==> config.mk <==
export PLATFORM = sky130hd
export DESIGN_NAME = note_synth_flat
export DESIGN_NICKNAME = d
export VERILOG_FILES = /design/src/rtl/note_pkg.sv /design/src/rtl/note_synth_if.sv /design/src/rtl/note_rom.sv /design/src/rtl/note_synth.sv /design/src/flat_wrapper.sv
export SDC_FILE = /design/constraint.sdc
export NUM_CORES = 1
export LEC_CHECK = 0
export CAP_MARGIN = 40
export CORE_ASPECT_RATIO = 0.75
export CORE_MARGIN = 5
export CORE_UTILIZATION = 45
export DETAILED_ROUTE_END_ITERATION = 7
export HOLD_SLACK_MARGIN = 0.15
export SYNTH_ARGS = -nofsm -noshare
export SYNTH_HDL_FRONTEND = slang
export SYNTH_SLANG_ARGS = --single-unit
==> constraint.sdc <==
create_clock -name clk -period 3.9 [get_ports clk]
set_clock_uncertainty 0.15 [all_clocks]
set_input_delay 0.39 -clock clk [delete_from_list [all_inputs] [get_ports clk]]
set_output_delay 0.39 -clock clk [all_outputs]
set_load 0.02 [all_outputs]
==> src/rtl/note_pkg.sv <==
`default_nettype none
// ============================================================================
// Module      : note_pkg
// Description : Note codes and 100 MHz half-period table shared by note_synth.
// Revision    : 1.0 - initial release
// ============================================================================
package note_pkg;

    typedef enum logic [3:0] {
        NOTE_REST = 4'd0,
        NOTE_C4   = 4'd1,
        NOTE_CS4  = 4'd2,
        NOTE_D4   = 4'd3,
        NOTE_DS4  = 4'd4,
        NOTE_E4   = 4'd5,
        NOTE_F4   = 4'd6,
        NOTE_FS4  = 4'd7,
        NOTE_G4   = 4'd8,
        NOTE_GS4  = 4'd9,
        NOTE_A4   = 4'd10,
        NOTE_AS4  = 4'd11,
        NOTE_B4   = 4'd12
    } note_e;

    localparam int unsigned NOTE_COUNT = 12;

    // Half-period in 100 MHz cycles, i.e. round(50e6 / f), for codes 1..12.
    localparam int unsigned HALF_PERIOD_TABLE [NOTE_COUNT] = '{
        191113, 180388, 170262, 160706, 151686, 143173,
        135137, 127553, 120394, 113636, 107258, 101238
    };

    function automatic int unsigned note_half_period(input logic [3:0] code);
        int unsigned hp;
        hp = 0;
        if ((code != NOTE_REST) && (code <= NOTE_B4)) begin
            hp = HALF_PERIOD_TABLE[code - 4'd1];
        end
        return hp;
    endfunction

endpackage : note_pkg
`default_nettype wire

==> src/rtl/note_synth_if.sv <==
`default_nettype none
// ============================================================================
// Module      : note_synth_if
// Description : Beat/mute inputs and tone outputs of note_synth.
// Revision    : 1.0 - initial release
// ============================================================================
interface note_synth_if;

    logic [7:0] ibeat;
    logic       beat_tick;
    logic       play_en;
    logic       audio;
    logic [3:0] cur_note;
    logic       sounding;

    modport master (
        output ibeat,
        output beat_tick,
        output play_en,
        input  audio,
        input  cur_note,
        input  sounding
    );

    modport slave (
        input  ibeat,
        input  beat_tick,
        input  play_en,
        output audio,
        output cur_note,
        output sounding
    );

endinterface : note_synth_if
`default_nettype wire

==> src/rtl/note_rom.sv <==
`default_nettype none
// ============================================================================
// Module      : note_rom
// Description : Registered beat-index to note-code lookup (8-bit addr, 4-bit data).
// Revision    : 1.0 - initial release
// ============================================================================
module note_rom
    import note_pkg::*;
(
    input  wire        clk,
    input  wire        rst,
    input  wire        i_en,
    input  wire  [7:0] i_addr,
    output logic [3:0] o_data
);

    logic [3:0] w_data_d;
    logic [3:0] r_data_q;

    always_comb begin
        w_data_d = r_data_q;
        if (i_en) begin
            case (i_addr)
                8'd0:    w_data_d = NOTE_C4;
                8'd1:    w_data_d = NOTE_E4;
                8'd2:    w_data_d = NOTE_G4;
                8'd3:    w_data_d = NOTE_A4;
                default: w_data_d = NOTE_REST;
            endcase
        end
    end

    always_ff @(posedge clk) begin
        if (rst) begin
            r_data_q <= NOTE_REST;
        end else begin
            r_data_q <= w_data_d;
        end
    end

    assign o_data = r_data_q;

endmodule : note_rom
`default_nettype wire

==> src/rtl/note_synth.sv <==
`default_nettype none
// ============================================================================
// Module      : note_synth
// Description : Beat-driven square-wave tone generator. Optional articulation
//               gap after every note load is enabled with `define TONE_GAP_EN.
// Revision    : 1.0 - initial release
// ============================================================================
module note_synth
    import note_pkg::*;
#(
    parameter int unsigned GAP_CYCLES = 1024,
    parameter int unsigned CNT_W      = 20
)(
    input  wire         clk,
    input  wire         rst,
    note_synth_if.slave bus
);

    logic [3:0]       w_rom_note;
    logic             w_load_d;
    logic             r_load_q;
    logic [3:0]       w_note_d;
    logic [3:0]       r_note_q;
    logic [CNT_W-1:0] w_half_d;
    logic [CNT_W-1:0] r_half_q;
    logic [CNT_W-1:0] w_cnt_d;
    logic [CNT_W-1:0] r_cnt_q;
    logic             w_audio_d;
    logic             r_audio_q;
    logic             w_gap_active;
    logic             w_sounding;

    note_rom u_note_rom (
        .clk    (clk),
        .rst    (rst),
        .i_en   (bus.beat_tick),
        .i_addr (bus.ibeat),
        .o_data (w_rom_note)
    );

`ifdef TONE_GAP_EN
    localparam int unsigned c_gap_w = (GAP_CYCLES < 1) ? 1 : $clog2(GAP_CYCLES + 1);

    logic [c_gap_w-1:0] w_gap_d;
    logic [c_gap_w-1:0] r_gap_q;

    // Every load (re)arms the gap, including one arriving mid-gap.
    always_comb begin
        w_gap_d = r_gap_q;
        if (r_load_q) begin
            w_gap_d = c_gap_w'(GAP_CYCLES);
        end else if (r_gap_q != '0) begin
            w_gap_d = r_gap_q - c_gap_w'(1);
        end
    end

    always_ff @(posedge clk) begin
        if (rst) begin
            r_gap_q <= '0;
        end else begin
            r_gap_q <= w_gap_d;
        end
    end

    assign w_gap_active = (r_gap_q != '0);
`else
    logic w_unused_gap_cfg;
    assign w_unused_gap_cfg = (GAP_CYCLES != 0);
    assign w_gap_active     = 1'b0;
`endif

    assign w_sounding = bus.play_en && (r_note_q != NOTE_REST) && !w_gap_active;

    // A load always wins and restarts the waveform from a low phase, even for
    // the same note; muting discards the partial period.
    always_comb begin
        w_load_d  = bus.beat_tick;
        w_note_d  = r_note_q;
        w_half_d  = r_half_q;
        w_cnt_d   = r_cnt_q;
        w_audio_d = r_audio_q;
        if (r_load_q) begin
            w_note_d  = w_rom_note;
            w_half_d  = CNT_W'(note_half_period(w_rom_note));
            w_cnt_d   = '0;
            w_audio_d = 1'b0;
        end else if (!w_sounding) begin
            w_cnt_d   = '0;
            w_audio_d = 1'b0;
        end else if (r_cnt_q == (r_half_q - CNT_W'(1))) begin
            w_cnt_d   = '0;
            w_audio_d = ~r_audio_q;
        end else begin
            w_cnt_d   = r_cnt_q + CNT_W'(1);
        end
    end

    always_ff @(posedge clk) begin
        if (rst) begin
            r_load_q  <= 1'b0;
            r_note_q  <= NOTE_REST;
            r_half_q  <= '0;
            r_cnt_q   <= '0;
            r_audio_q <= 1'b0;
        end else begin
            r_load_q  <= w_load_d;
            r_note_q  <= w_note_d;
            r_half_q  <= w_half_d;
            r_cnt_q   <= w_cnt_d;
            r_audio_q <= w_audio_d;
        end
    end

    assign bus.audio    = r_audio_q;
    assign bus.cur_note = r_note_q;
    assign bus.sounding = w_sounding;

endmodule : note_synth
`default_nettype wire

==> src/flat_wrapper.sv <==
// flat-port wrapper written by rule: the top's interface ports become plain ports
module note_synth_flat import note_pkg::*;
#(
    parameter int unsigned GAP_CYCLES = 1024,
    parameter int unsigned CNT_W      = 20
)
  (clk, rst, bus_ibeat, bus_beat_tick, bus_play_en, bus_audio, bus_cur_note, bus_sounding);
  note_synth_if bus_i ();
  input  wire clk;
  input  wire rst;
  input wire logic [$bits(bus_i.ibeat)-1:0] bus_ibeat;
  input wire logic [$bits(bus_i.beat_tick)-1:0] bus_beat_tick;
  input wire logic [$bits(bus_i.play_en)-1:0] bus_play_en;
  output wire logic [$bits(bus_i.audio)-1:0] bus_audio;
  output wire logic [$bits(bus_i.cur_note)-1:0] bus_cur_note;
  output wire logic [$bits(bus_i.sounding)-1:0] bus_sounding;
  assign bus_i.ibeat = bus_ibeat;
  assign bus_i.beat_tick = bus_beat_tick;
  assign bus_i.play_en = bus_play_en;
  assign bus_audio = bus_i.audio;
  assign bus_cur_note = bus_i.cur_note;
  assign bus_sounding = bus_i.sounding;
  note_synth #(.GAP_CYCLES(GAP_CYCLES), .CNT_W(CNT_W)) u_core (.clk(clk), .rst(rst), .bus(bus_i));
endmodule
==> flow_metrics.py <==
metrics = {
    "sta": {
        "finalSetupViolations": 0,
        "max_freq_mhz": 324,
        "relSlewSlack_pct": 49.8,
        "worstMarginPinSlew_ns": 0.751,
        "finalCritPeriodShare_pct": 79.2,
        "drv_slew": 0,
        "finalSetupTns_ns": 0,
        "grt_setup_unrepaired": "false",
        "final_hold_viol_count": 0,
        "fin_crit_ns": 3.09,
    },
    "clocking": {
        "cts_root_buf": "clkbuf_8",
        "cts_buffers": 5,
        "cts.sinks": 48,
        "cts_max_path_buffers": 2,
        "postCtsSetupBuffers": 0,
        "ctsResizeCount": 0,
        "clkLatencyLatePin_ns": 0.31,
        "clk_pin_slew_ns": 0.09,
        "cts_tree": "built",
        "cts-hold-fix-buffers": 0,
        "h-tree-depth": 2,
    },
    "synthesis": {
        "synth_top_cell_area_share_pct": 33.4,
        "synth_area_um2": 2880,
        "synth-edff-count": 0,
        "yosys-top-cells-area": "dfxtp_1 33%, xnor2_1 6.7%, xor2_1 5.8%",
        "async_reset_ff_share_pct": 0,
        "yosysSeqAreaShare_pct": 33.4,
        "synth_top_cell_by_area": "dfxtp_1",
        "synth.distinct_cells": 55,
        "netlist_instances": 344,
        "syn_avg_cell_area_um2": 8.37,
        "ys_seq_elements": 48,
        "ys.flop_type": "dfxtp_1",
        "yosys_warnings": 0,
        "syn-num-nets": 366,
    },
    "routing": {
        "drt_iter0_drc": 233,
        "wl_met3_um": 316,
        "wl_met2_mm": 2.45,
        "vias": 2440,
        "totalWireLength_mm": 6.38,
        "drt-pass1-iter-count": 4,
        "vias_per_cell": 5.62,
        "wl_met1_mm": 3.54,
        "wl_per_cell_um": 14.7,
        "ant_nets": 0,
        "remaining_drc_errors": 0,
        "routed.top_layer": "met4",
    },
    "cells_and_area": {
        "drive_gt1_share_pct": 5.67,
        "fill_cells": 601,
        "area_growth_pct": 11.9,
        "nets": 374,
        "n_antenna_cell": 0,
    },
    "setup_path": {
        "cp-end-kind": "flip-flop",
        "r2r_cells": 9,
        "r2r_end": "u_core.bus.audio",
        "criticalPathCategory": "reg2reg",
        "max_stage_delay_ns": 0.55,
        "reg2reg_from": "u_core.r_half_q[0]",
        "cp_slowest_cell": "or4b_1",
        "reg2reg_slack_ns": 0.81,
        "worstPathMaxFanout": 6,
        "crit_chain": "inv_1, ha_1, nor3b_4, a21oi_1, or4b_1, nor4_2, and4bb_1, or4b_1, a21oi_1",
        "critPathArrivalTime_ns": 3.16,
        "required_ns": 3.98,
        "critPathLaunchType": "flip-flop",
    },
    "die": {
        "ios": 18,
        "die_w_um": 102,
        "rows": 25,
        "initial_core_util_pct": 46.0,
        "dieArea_um2": 8120,
        "fp.coreArea_um2": 6260,
        "die_h_um": 79.3,
    },
    "placed_design": {
        "place.gp.congestion": 0.835,
        "dp_hpwl_mm": 4.75,
        "portBuffers": 17,
    },
    "run_status": {
        "status": "finished clean",
    },
    "global_route": {
        "grt_pass1_vias": 2179,
        "antenna_found_initial": 0,
        "grt_overflow_total": 0,
        "grt_max_degree": 22,
        "grt_pass1_wl_mm": 10.9,
        "grt_usage_pct": 16.8,
    },
    "min_path": {
        "min_path_type": "reg2reg",
        "min_to": "u_core.r_half_q[12]",
        "hold_depth": 2,
        "min_from": "u_core.r_half_q[12]",
    },
    "pwr": {
        "power_frac_clock_pct": 42.4,
        "p_total_uw": 905,
        "netSwitchingFraction_pct": 20.9,
        "p_comb_share_pct": 3.2,
        "power_switching_uw": 189,
        "ir_drop_uv": 125,
        "p_per_area_nw_per_um2": 281,
        "leakagePower_uw": 0.00116,
        "p_seq_share_pct": 54.4,
        "intPower_uw": 716,
    },
    "flow_run": {
        "maxCapViolations": 0,
    },
}
[how the worst max path moves through the flow]
stage / endpoint / from / depth (start not counted)
global placement: u_core.bus.audio / u_core.r_half_q[0] / 9
detailed placement: u_core.bus.audio / u_core.r_half_q[0] / 9
global route: u_core.r_cnt_q[10] / u_core.r_half_q[0] / 10
finish: u_core.bus.audio / u_core.r_half_q[0] / 9
CTS: u_core.bus.audio / u_core.r_half_q[0] / 9
floorplan: u_core.bus.audio / u_core.r_half_q[0] / 9
[worst max-delay path, delay by kind of cell (launching register included)]
kind,cells,cell delay [ns]
simple gates,5,1.93
buf+inv,1,0.07
flops,1,0.36
fa+ha+maj,1,0.26
compound gates,2,0.24
[state kept, by name (all words and copies together) (netlist names)]
signal,flops
u_core.bus.audio,1
u_core.r_load_q,1
u_core.r_half_q,18
u_core.bus.cur_note,4
u_core.r_cnt_q,20
u_core.u_note_rom.o_data,4
[metrics by stage]
stage               std cells  cell area [um^2]  hold slack (ns)  worst slack (ns)  util, %
floorplan                 344              2880            0.306              1.15        -
CTS                       434              3220            0.341             0.817     51.5
global placement          426              3100            0.328             0.943     49.6
detailed placement        426              3100            0.329             0.845     49.6
finish                    434              3220            0.337             0.811     51.5
global route              434              3220            0.371             0.623     51.5
[final cells by class]
class	instances	area [um^2]	area share, %
Clock buffer	6	82.6	2.56
Multi-Input combinational cell	266	1800	55.8
Inverter	9	33.8	1.05
Clock inverter	2	38.8	1.20
Sequential cell	48	961	29.8
Tap cell	81	101	3.15
Timing Repair Buffer	22	208	6.45
[metal layers]
layer / track usage [%] / vias to the layer above
li1: - / 1254
met1: 26.9 / 1124
met2: 21.9 / 54
met3: 3.69 / 8
met4: 4.33 / 0
met5: 0 / -
[cell usage after synthesis (all sizes together) (8+ instances only)]
library cell  number
dfxtp             48
nand2             31
nor3              27
nor2              25
xnor2             22
o21ai             21
xor2              19
clkbuf            15
nand3             15
mux2i             12
ha                10
inv                9
a21oi              8
nor4               8
[power by group through the flow]
stage	Sequential [uW]	Combinational, uW	Clock (uW)
3_5_place_dp	504	28.6	0
6_report	492	28.7	384
4_1_cts	492	28.7	390
5_1_grt	493	31.5	414
3_3_place_gp	504	28.8	0
2_1_floorplan	503	14.8	0
[layout by cell type, fill, tap and decap left out, types with 4 or more instances in the layout]
cell,count
inv_1,9
nand2_1,31
xor2_1,19
nor2_1,25
o21ai_0,21
clkbuf_8,6
nand3_1,15
dfxtp_1,48
nor3_1,27
buf_4,5
clkdlybuf4s50_1,17
nand2b_1,4
a22o_1,7
nor4_1,5
ha_1,10
and3_1,6
a21oi_1,8
mux2i_1,12
xnor2_1,22
nand4_1,5
[kinds of logic (layout without fill, tap and decap cells)]
kind of cell | Yosys count | after routing | synth area share, %
AND/OR/NAND/NOR | 143 | 143 | 26.9
flip-flops | 48 | 48 | 33.4
AO/OA/AOI/OAI | 60 | 60 | 14.3
XOR/XNOR | 41 | 41 | 12.5
adder cells (fa/ha/maj) | 10 | 10 | 4.34
buffers and inverters | 30 | 39 | 4.47
multiplexers | 12 | 12 | 4.17
Power figures use the tool's default switching activity.
